**src/rtl/pkt_gen_pkg.sv**
```systemverilog
// Shared definitions for the packet stream generator.
// Holds the FSM encoding, the memory record layout helpers and the header ctrl value.
package pkt_gen_pkg;

    typedef enum logic [1:0] {
        ST_IDLE = 2'd0,
        ST_SEND = 2'd1,
        ST_GAP  = 2'd2,
        ST_DONE = 2'd3
    } gen_state_t;

    // Each memory record is {last, ctrl, data}, with last in the top bit.
    localparam int REC_LAST_W = 1;
    localparam logic [7:0] CTRL_HDR = 8'hFF;

    function automatic int rec_width(input int data_w, input int ctrl_w);
        return data_w + ctrl_w + REC_LAST_W;
    endfunction

endpackage

```
**src/rtl/pkt_gen_throttle.sv**
```systemverilog
// Periodic ready pattern for the downstream side of the DUT.
// Latency: dn_rdy registered; a new rdy_period takes effect one cycle after it changes.
// Backpressure: none; free-running regardless of the stream state.
module pkt_gen_throttle
    import pkt_gen_pkg::*;
(
    input  logic       clk,
    input  logic       reset,
    input  logic [7:0] rdy_period,
    output logic       dn_rdy
);

    logic [7:0] thr_cnt;
    logic [7:0] thr_nxt;
    logic [7:0] period_q;
    logic       armed_q;

    always_comb begin
        thr_nxt = 8'd0;
        if (period_q > 8'd1 && thr_cnt < period_q - 8'd1)
            thr_nxt = thr_cnt + 8'd1;
    end

    // The first cycle out of reset skips the 0 slot so dn_rdy opens high.
    always_ff @(posedge clk or negedge reset) begin
        if (!reset) begin
            thr_cnt  <= 8'd0;
            period_q <= 8'd0;
            armed_q  <= 1'b0;
            dn_rdy   <= 1'b0;
        end else begin
            armed_q  <= 1'b1;
            period_q <= rdy_period;
            if (!armed_q) begin
                thr_cnt <= (rdy_period > 8'd1) ? 8'd1 : 8'd0;
                dn_rdy  <= 1'b1;
            end else if (rdy_period != period_q) begin
                thr_cnt <= 8'd0;
                dn_rdy  <= (rdy_period <= 8'd1);
            end else begin
                thr_cnt <= thr_nxt;
                dn_rdy  <= (period_q <= 8'd1) || (thr_nxt != 8'd0);
            end
        end
    end

endmodule

```
**src/rtl/pkt_stream_gen.sv**
```systemverilog
// Replays programmed packets as a {data, ctrl} stream with gaps, count limit or loop, and stop.
// Latency: a word is presented combinationally from memory the cycle after start is accepted.
// Backpressure: out_rdy low holds the current word; gap timing and throttle are unaffected.
module pkt_stream_gen
    import pkt_gen_pkg::*;
#(
    parameter int DATA_WIDTH = 64,
    parameter int CTRL_WIDTH = DATA_WIDTH / 8,
    parameter int MEM_DEPTH  = 64,
    parameter int ADDR_W     = $clog2(MEM_DEPTH),
    parameter int CNT_W      = 32
) (
    input  logic                  clk,
    input  logic                  reset,
    input  logic                  prog_wr,
    input  logic [ADDR_W-1:0]     prog_addr,
    input  logic [DATA_WIDTH-1:0] prog_data,
    input  logic [CTRL_WIDTH-1:0] prog_ctrl,
    input  logic                  prog_last,
    input  logic [ADDR_W:0]       mem_words,
    input  logic [7:0]            gap_cycles,
    input  logic [CNT_W-1:0]      num_pkts,
    input  logic [7:0]            rdy_period,
    input  logic                  start,
    input  logic                  stop,
    output logic [DATA_WIDTH-1:0] out_data,
    output logic [CTRL_WIDTH-1:0] out_ctrl,
    output logic                  out_wr,
    input  logic                  out_rdy,
    output logic                  dn_rdy,
    output logic                  busy,
    output logic                  done,
    output logic [CNT_W-1:0]      tx_pkts,
    output logic [CNT_W-1:0]      tx_words
);

    localparam int REC_W = rec_width(DATA_WIDTH, CTRL_WIDTH);

    logic [REC_W-1:0]  mem [MEM_DEPTH];
    logic [REC_W-1:0]  rec;
    gen_state_t        state;
    logic [ADDR_W-1:0] rd_ptr;
    logic [ADDR_W:0]   words_q;
    logic [ADDR_W:0]   last_addr;
    logic [7:0]        gap_q;
    logic [7:0]        gap_cnt;
    logic [CNT_W-1:0]  num_q;
    logic [CNT_W-1:0]  pkts_inc;
    logic              at_end;
    logic              word_last;
    logic              sending;

    always_ff @(posedge clk) begin
        if (prog_wr && !busy)
            mem[prog_addr] <= {prog_last, prog_ctrl, prog_data};
    end

    assign rec       = mem[rd_ptr];
    assign sending   = (state == ST_SEND);
    assign out_wr    = sending & out_rdy;
    assign out_data  = sending ? rec[DATA_WIDTH-1:0] : '0;
    assign out_ctrl  = sending ? rec[DATA_WIDTH +: CTRL_WIDTH] : '0;
    assign last_addr = words_q - (ADDR_W+1)'(1);
    assign at_end    = ({1'b0, rd_ptr} == last_addr);
    // The final valid word always closes a packet so a loop never straddles the wrap.
    assign word_last = rec[REC_W-1] | at_end;
    assign pkts_inc  = tx_pkts + CNT_W'(1);

    always_ff @(posedge clk or negedge reset) begin
        if (!reset) begin
            state    <= ST_IDLE;
            rd_ptr   <= '0;
            words_q  <= '0;
            gap_q    <= '0;
            gap_cnt  <= '0;
            num_q    <= '0;
            tx_pkts  <= '0;
            tx_words <= '0;
            busy     <= 1'b0;
            done     <= 1'b0;
        end else begin
            done <= 1'b0;
            case (state)
                ST_IDLE: begin
                    if (start) begin
                        words_q  <= mem_words;
                        gap_q    <= gap_cycles;
                        num_q    <= num_pkts;
                        rd_ptr   <= '0;
                        tx_pkts  <= '0;
                        tx_words <= '0;
                        busy     <= 1'b1;
                        state    <= ST_SEND;
                    end
                end
                ST_SEND: begin
                    if (out_rdy) begin
                        tx_words <= tx_words + CNT_W'(1);
                        rd_ptr   <= at_end ? '0 : rd_ptr + ADDR_W'(1);
                        if (word_last) begin
                            tx_pkts <= pkts_inc;
                            if (stop || (num_q != '0 && pkts_inc == num_q)) begin
                                state <= ST_DONE;
                                done  <= 1'b1;
                                busy  <= 1'b0;
                            end else if (gap_q != 8'd0) begin
                                state   <= ST_GAP;
                                gap_cnt <= gap_q;
                            end
                        end
                    end
                end
                ST_GAP: begin
                    if (stop) begin
                        state <= ST_DONE;
                        done  <= 1'b1;
                        busy  <= 1'b0;
                    end else if (gap_cnt <= 8'd1) begin
                        state <= ST_SEND;
                    end else begin
                        gap_cnt <= gap_cnt - 8'd1;
                    end
                end
                ST_DONE: state <= ST_IDLE;
                default: state <= ST_IDLE;
            endcase
        end
    end

    pkt_gen_throttle u_throttle (
        .clk        (clk),
        .reset      (reset),
        .rdy_period (rdy_period),
        .dn_rdy     (dn_rdy)
    );

endmodule

```
**config.mk**
```make
export PLATFORM = sky130hd
export DESIGN_NAME = pkt_stream_gen
export DESIGN_NICKNAME = d
export VERILOG_FILES = /design/src/rtl/pkt_gen_pkg.sv /design/src/rtl/pkt_gen_throttle.sv /design/src/rtl/pkt_stream_gen.sv
export SDC_FILE = /design/constraint.sdc
export NUM_CORES = 2
export LEC_CHECK = 0
export CORE_MARGIN = 2
export CORE_UTILIZATION = 45
export CTS_CLUSTER_DIAMETER = 80
export CTS_CLUSTER_SIZE = 40
export DETAILED_ROUTE_END_ITERATION = 8
export PLACE_DENSITY = 0.72
export SLEW_MARGIN = 30
export SYNTH_ARGS = -nofsm -noshare
export SYNTH_HDL_FRONTEND = slang
export SYNTH_HIERARCHICAL = 1
export SYNTH_MEMORY_MAX_BITS = 65536
export SYNTH_SLANG_ARGS = --single-unit
```
**constraint.sdc**
```tcl
create_clock -name clk -period 7.24 [get_ports clk]
set_input_delay 1.086 -clock clk [delete_from_list [all_inputs] [get_ports clk]]
set_output_delay 1.086 -clock clk [all_outputs]
set_load 0.005 [all_outputs]
```
# Word level (Yosys, flattened, before mapping)
# Memories as Yosys holds them, arrays and structs flattened.
# Cells that the tools add are included.
# word_totals
regBits	147
mem_bits_rw	4672
in_bits	140
out_inout_bits	140
word_cells	112
memories	1
# mem_list
memory	depth	word_bits	read_ports	rd_ports_with_merged_regs	write_ports	line_no	text
mem	64	73	1	0	1	pkt_stream_gen.sv:39	logic [REC_W-1:0] mem [MEM_DEPTH];
# classes
add_sub_neg	7
magnitude_cmp	6
eq_ne	17
n_mux	46
bitwise	2
reduce_logical	19
# ops
operator	count
$mux W32	4
$pmux W32 S2	2
$mux W8	10
$add A32 B1 Y32 const B	2
$mux W64	1
$eq A32 B32 Y1	1
$reduce_bool A32 Y1	1
$le A8 B1 Y1 const B	3
$mux W6	3
$gt A8 B1 Y1 const B	2
$pmux W8 S2	1
$reduce_bool A8 Y1	2
$sub A8 B1 Y8 const B	2
$mux W1	14
$mux W2	7
$ne A2 B2 Y1 const B	7
$pmux W6 S2	1
$add A8 B1 Y8 const B	1
$lt A8 B8 Y1	1
$ne A8 B8 Y1	1
$pmux W2 S4	1
$eq A6 B7 Y1	1
$reduce_and A7 Y1	1
$sub A7 B1 Y7 const B	1
21 further kinds	27

# Logic depth before layout (Yosys ltp)
# depth
depth_word	8
depth_mapped	14
depth_no_buf	11

# By module
# The synthesis kept the hierarchy.
# by_module_without_submodules
module	instances	cells_each	area_per_inst_um2	seq_area_each_um2
pkt_stream_gen	1	8810	185451.6	143522.6
pkt_gen_throttle	1	109	1094.8	450.4

# Worst setup path after synthesis
# OpenSTA, ideal clock, no wires.
# synth_timing
kind	in2reg
start	input port prog_addr[5]
end	memory mem[48][0] (netlist name) (enable)
arrival_ns	6.738
slack_ns	-0.091
path_stages	4
cell_sequence	clkbuf_1 nand4_1 or3_1 nor3_1
# synth_rtl
item	line_no	text
start: declaration	pkt_stream_gen.sv:16	input logic [ADDR_W-1:0] prog_addr,
end: declaration	pkt_stream_gen.sv:39	
# No word-level cell before the write port.

# Final worst setup path
# layout_timing
start	register rd_ptr[1]
end	output port out_data[37]
# layout_between
elab_chain_len	2
# layout_rtl
item	line_no	text
start: declaration	pkt_stream_gen.sv:42	logic [ADDR_W-1:0] rd_ptr;
start signal: assignment	pkt_stream_gen.sv:99	rd_ptr <= at_end ? '0 : rd_ptr + ADDR_W'(1);
$mem_v2 Z64 W73	--	
$mux W64	pkt_stream_gen.sv:61	assign out_data = sending ? rec[DATA_WIDTH-1:0] : '0;
end: declaration	pkt_stream_gen.sv:26	output logic [DATA_WIDTH-1:0] out_data,
# No other way between the ends.

==> metrics <==
Psw=0.0156 W; critical path data required time=6.15 ns; CTS Hold Bufs=0; reg2reg path depth=13; final worst-path cycle share=0.910; fin. max-slew vios=0; clock skew=0.0851 ns; R2R Setup Slk=2.28 ns; Mean Syn Cell Area=20.9 um2; ys async rst share=0.0305; share of Yosys cell area claimed by the top area cell type=0.752; Crit Reg-Reg Startpoint=rd_ptr[0]; CTS tree=done; vias in the first global route=94,400; largest family of logic cells by synthesized area=multiplexers; layout cells sized above 1=0.190; Tightest Pin Transition=1.10 ns; fin nets=9,293; Starting Density=0.452; GRT busiest layer=met2; post-CTS setup buffer count=0; distinct cell type count after synthesis=77; # IOs=280; Main synth FF type=edfxtp_1; crit start category=flop; critical path class=flop to output port; FILL cells=31,900; area grow syn2layout=9.55%; power per cell area=282 nW/um2; Port Buffers=279; first-pass GRT wire length=733 mm; largest net degree at the start of global routing=122; status=complete, but fails checks; # clock sinks=4,819; Vias=97,900; Core Area=413,000 um2; GRT Util Overall=0.248; RSZ-0062 raised after global routing=no; Rows=236; sequential share of the synthesized area=0.772; Comb pwr share=0.218; endpoints failing setup=0; Clock Latency Late Sink=0.98 ns; DRT Pass-1 Iters=8; CP Capture Type=output port; Crit Path Max Fanout=35; Mapped Area=187,000 um2; post-route cell area=204,000 um2; cell mode on critical path=a21oi_1; initial drt markers=15,700; mux cell area share after synthesis=0.149; Pint=0.0419 W; post-synthesis xor/xnor area fraction=0.00432; Syn Inst Count=8,919; placed instance area=198,000 um2; post-CTS sizing=0; Die ar.=420,000 um2; placed wire-length estimate=271 mm; global route overflow=0; endpoints failing hold=0; met1 usage=0.331; total CTS buffers=171; largest cells by area after synthesis=edfxtp_1 75%, mux4_2 11%, mux2i_1 3.2%; Die W=648 um; top-count cell post-synth=edfxtp_1; Post-Synth Simple-Gate Area=0.0152; reg-to-reg critical path endpoint=tx_pkts[11]; Avg Vias per Cell=6.64; EDFF count, synth=4,672; Sw Share=0.272; clk root buf=clkbuf_16; Reg area=144,000 um2; Max-Cap Viols=0; initial antenna violation count=34; Clock Power Share=0.239; CTS clk-pin slew, worst paths=0.12 ns; Die Ht=648 um; Synth Warn #=6; met2 layer usage reported by global route=0.402; Synth top cells by count=4,672 x edfxtp_1, 946 x mux4_2, 597 x mux2i_1, 307 x o221ai_1, 290 x clkbuf_1; drt total wl=529 mm; post-route setup slack=0.648 ns; crit path launch=rd_ptr[1]; post-synthesis adder-cell area fraction=0.00134; met3 Use GR=0.0469; Residual DRC=1; Avg WL per Cell=35.8 um; Routed Antenna Nets=0; area leader, netlist=edfxtp_1; clk buf depth=4; crit path cell chain=nand2b_4 > buf_4 > o221ai_1 > a21oi_1 > nor3_1 > o31ai_1 > a21oi_1 > clkdlybuf4s50_1; GPL Wtd Cong=0.837; sequential share of power=0.543; Post-Syn Nets=9,079; worst stage delay on the critical path=0.99 ns; slew margin rel.=0.265; CP max stage cell=dfrtp_4; min cycle time layout=6.59 ns; Synth Area in Compound Gates=0.0452; failing checks=design-rule violations; crit path DAT=5.51 ns; P_leak=60.8 nW; FMAX=0.152 GHz; Seq cells post-synth=4,819; hold crit path type=input pin to async pin; Max H-tree Level=4; maximum vdd drop=0.357 mV; DP Worst Slack=1.78 ns; multi-input logic area=40,700 um2; setup tns final=0 ns
==> flip-flops by register name (all words and copies together) (netlist names), 2 cells and up <==
register and cells:
gap_cnt 8, mem 4672, state 2, num_q 32
u_throttle/thr_cnt 8, tx_words 32, words_q 7, u_throttle/period_q 8
rd_ptr 6, tx_pkts 32, gap_q 8
==> through the flow <==
| stage | hold WS (ns) | power [W] | util | cells |
|---|---|---|---|---|
| 2_1_floorplan | 0.465 | 0.0404 | - | 8919 |
| 3_3_place_gp | 0.483 | 0.0442 | 0.478 | 14400 |
| 3_5_place_dp | 0.505 | 0.0444 | 0.479 | 14400 |
| 4_1_cts | 0.194 | 0.0577 | 0.494 | 14700 |
| 5_1_grt | 0.207 | 0.0593 | 0.495 | 14700 |
| 6_report | 0.163 | 0.0575 | 0.495 | 14700 |
==> layout by cell type (no fill, tap or decap), types with 41 or more instances in the layout <==
cell and n:
buf_12 107, nand3_1 41, a21oi_1 229, xnor2_1 44
mux2i_1 597, o221ai_1 307, o21ai_0 251, o22ai_1 200
buf_4 245, a211oi_1 138, nor2_4 63, nand2_1 111
mux4_2 946, mux2_2 49, clkdlybuf4s50_1 205, clkbuf_16 173
edfxtp_1 4672, nor2_1 115, nor3_1 65, dfrtp_1 141
xor2_1 48
==> logic make-up after synthesis <==
logic type | count (synthesis)
AND/OR/NAND/NOR | 571
XOR/XNOR | 92
multiplexers | 1592
buffers and inverters | 571
AO/OA/AOI/OAI | 1253
adder cells (fa/ha/maj) | 20
flip-flops | 4819
other | 1
==> worst max path at each step <==
stage | endpoint | slack, ns
6_report | out_data[37] | 0.65
5_1_grt | out_ctrl[3] | 0.51
4_1_cts | out_ctrl[3] | 0.71
3_5_place_dp | out_data[28] | 1.78
3_3_place_gp | out_data[24] | 1.65
2_1_floorplan | mem[49][0] | 0.10
==> final cells by class <==
type	instances	area share
Sequential cell	4819	0.705
Multi-Input combinational cell	3529	0.199
Tap cell	5474	0.0335
Timing Repair Buffer	583	0.0324
Clock buffer	176	0.0212
Clock inverter	114	0.00797
Inverter	29	0.000618
Antenna cell	25	0.000306
==> worst max-delay path: cells and delay by family (launching register included) <==
family	cells	cell delay, ns
compound gates	4	1.53
flops	1	0.99
buf+inv	2	1.05
simple gates	2	0.93
==> metal layers <==
| metal | routed length [um] | part of all wire |
|---|---|---|
| met3 | 63700 | 0.12 |
| met4 | 24800 | 0.047 |
| met5 | 113 | 0.00021 |
| met2 | 253000 | 0.48 |
| met1 | 187000 | 0.35 |
==> power by group through the flow <==
stage / combinational, W / sequential, W / clock [W]
2_1_floorplan: 0.00876 / 0.0317 / 0
3_3_place_gp: 0.0123 / 0.0319 / 0
3_5_place_dp: 0.0125 / 0.0319 / 0
4_1_cts: 0.0126 / 0.0312 / 0.0139
5_1_grt: 0.0133 / 0.0313 / 0.0147
6_report: 0.0125 / 0.0312 / 0.0138
Note: power is estimated with default switching activity, not from simulation.
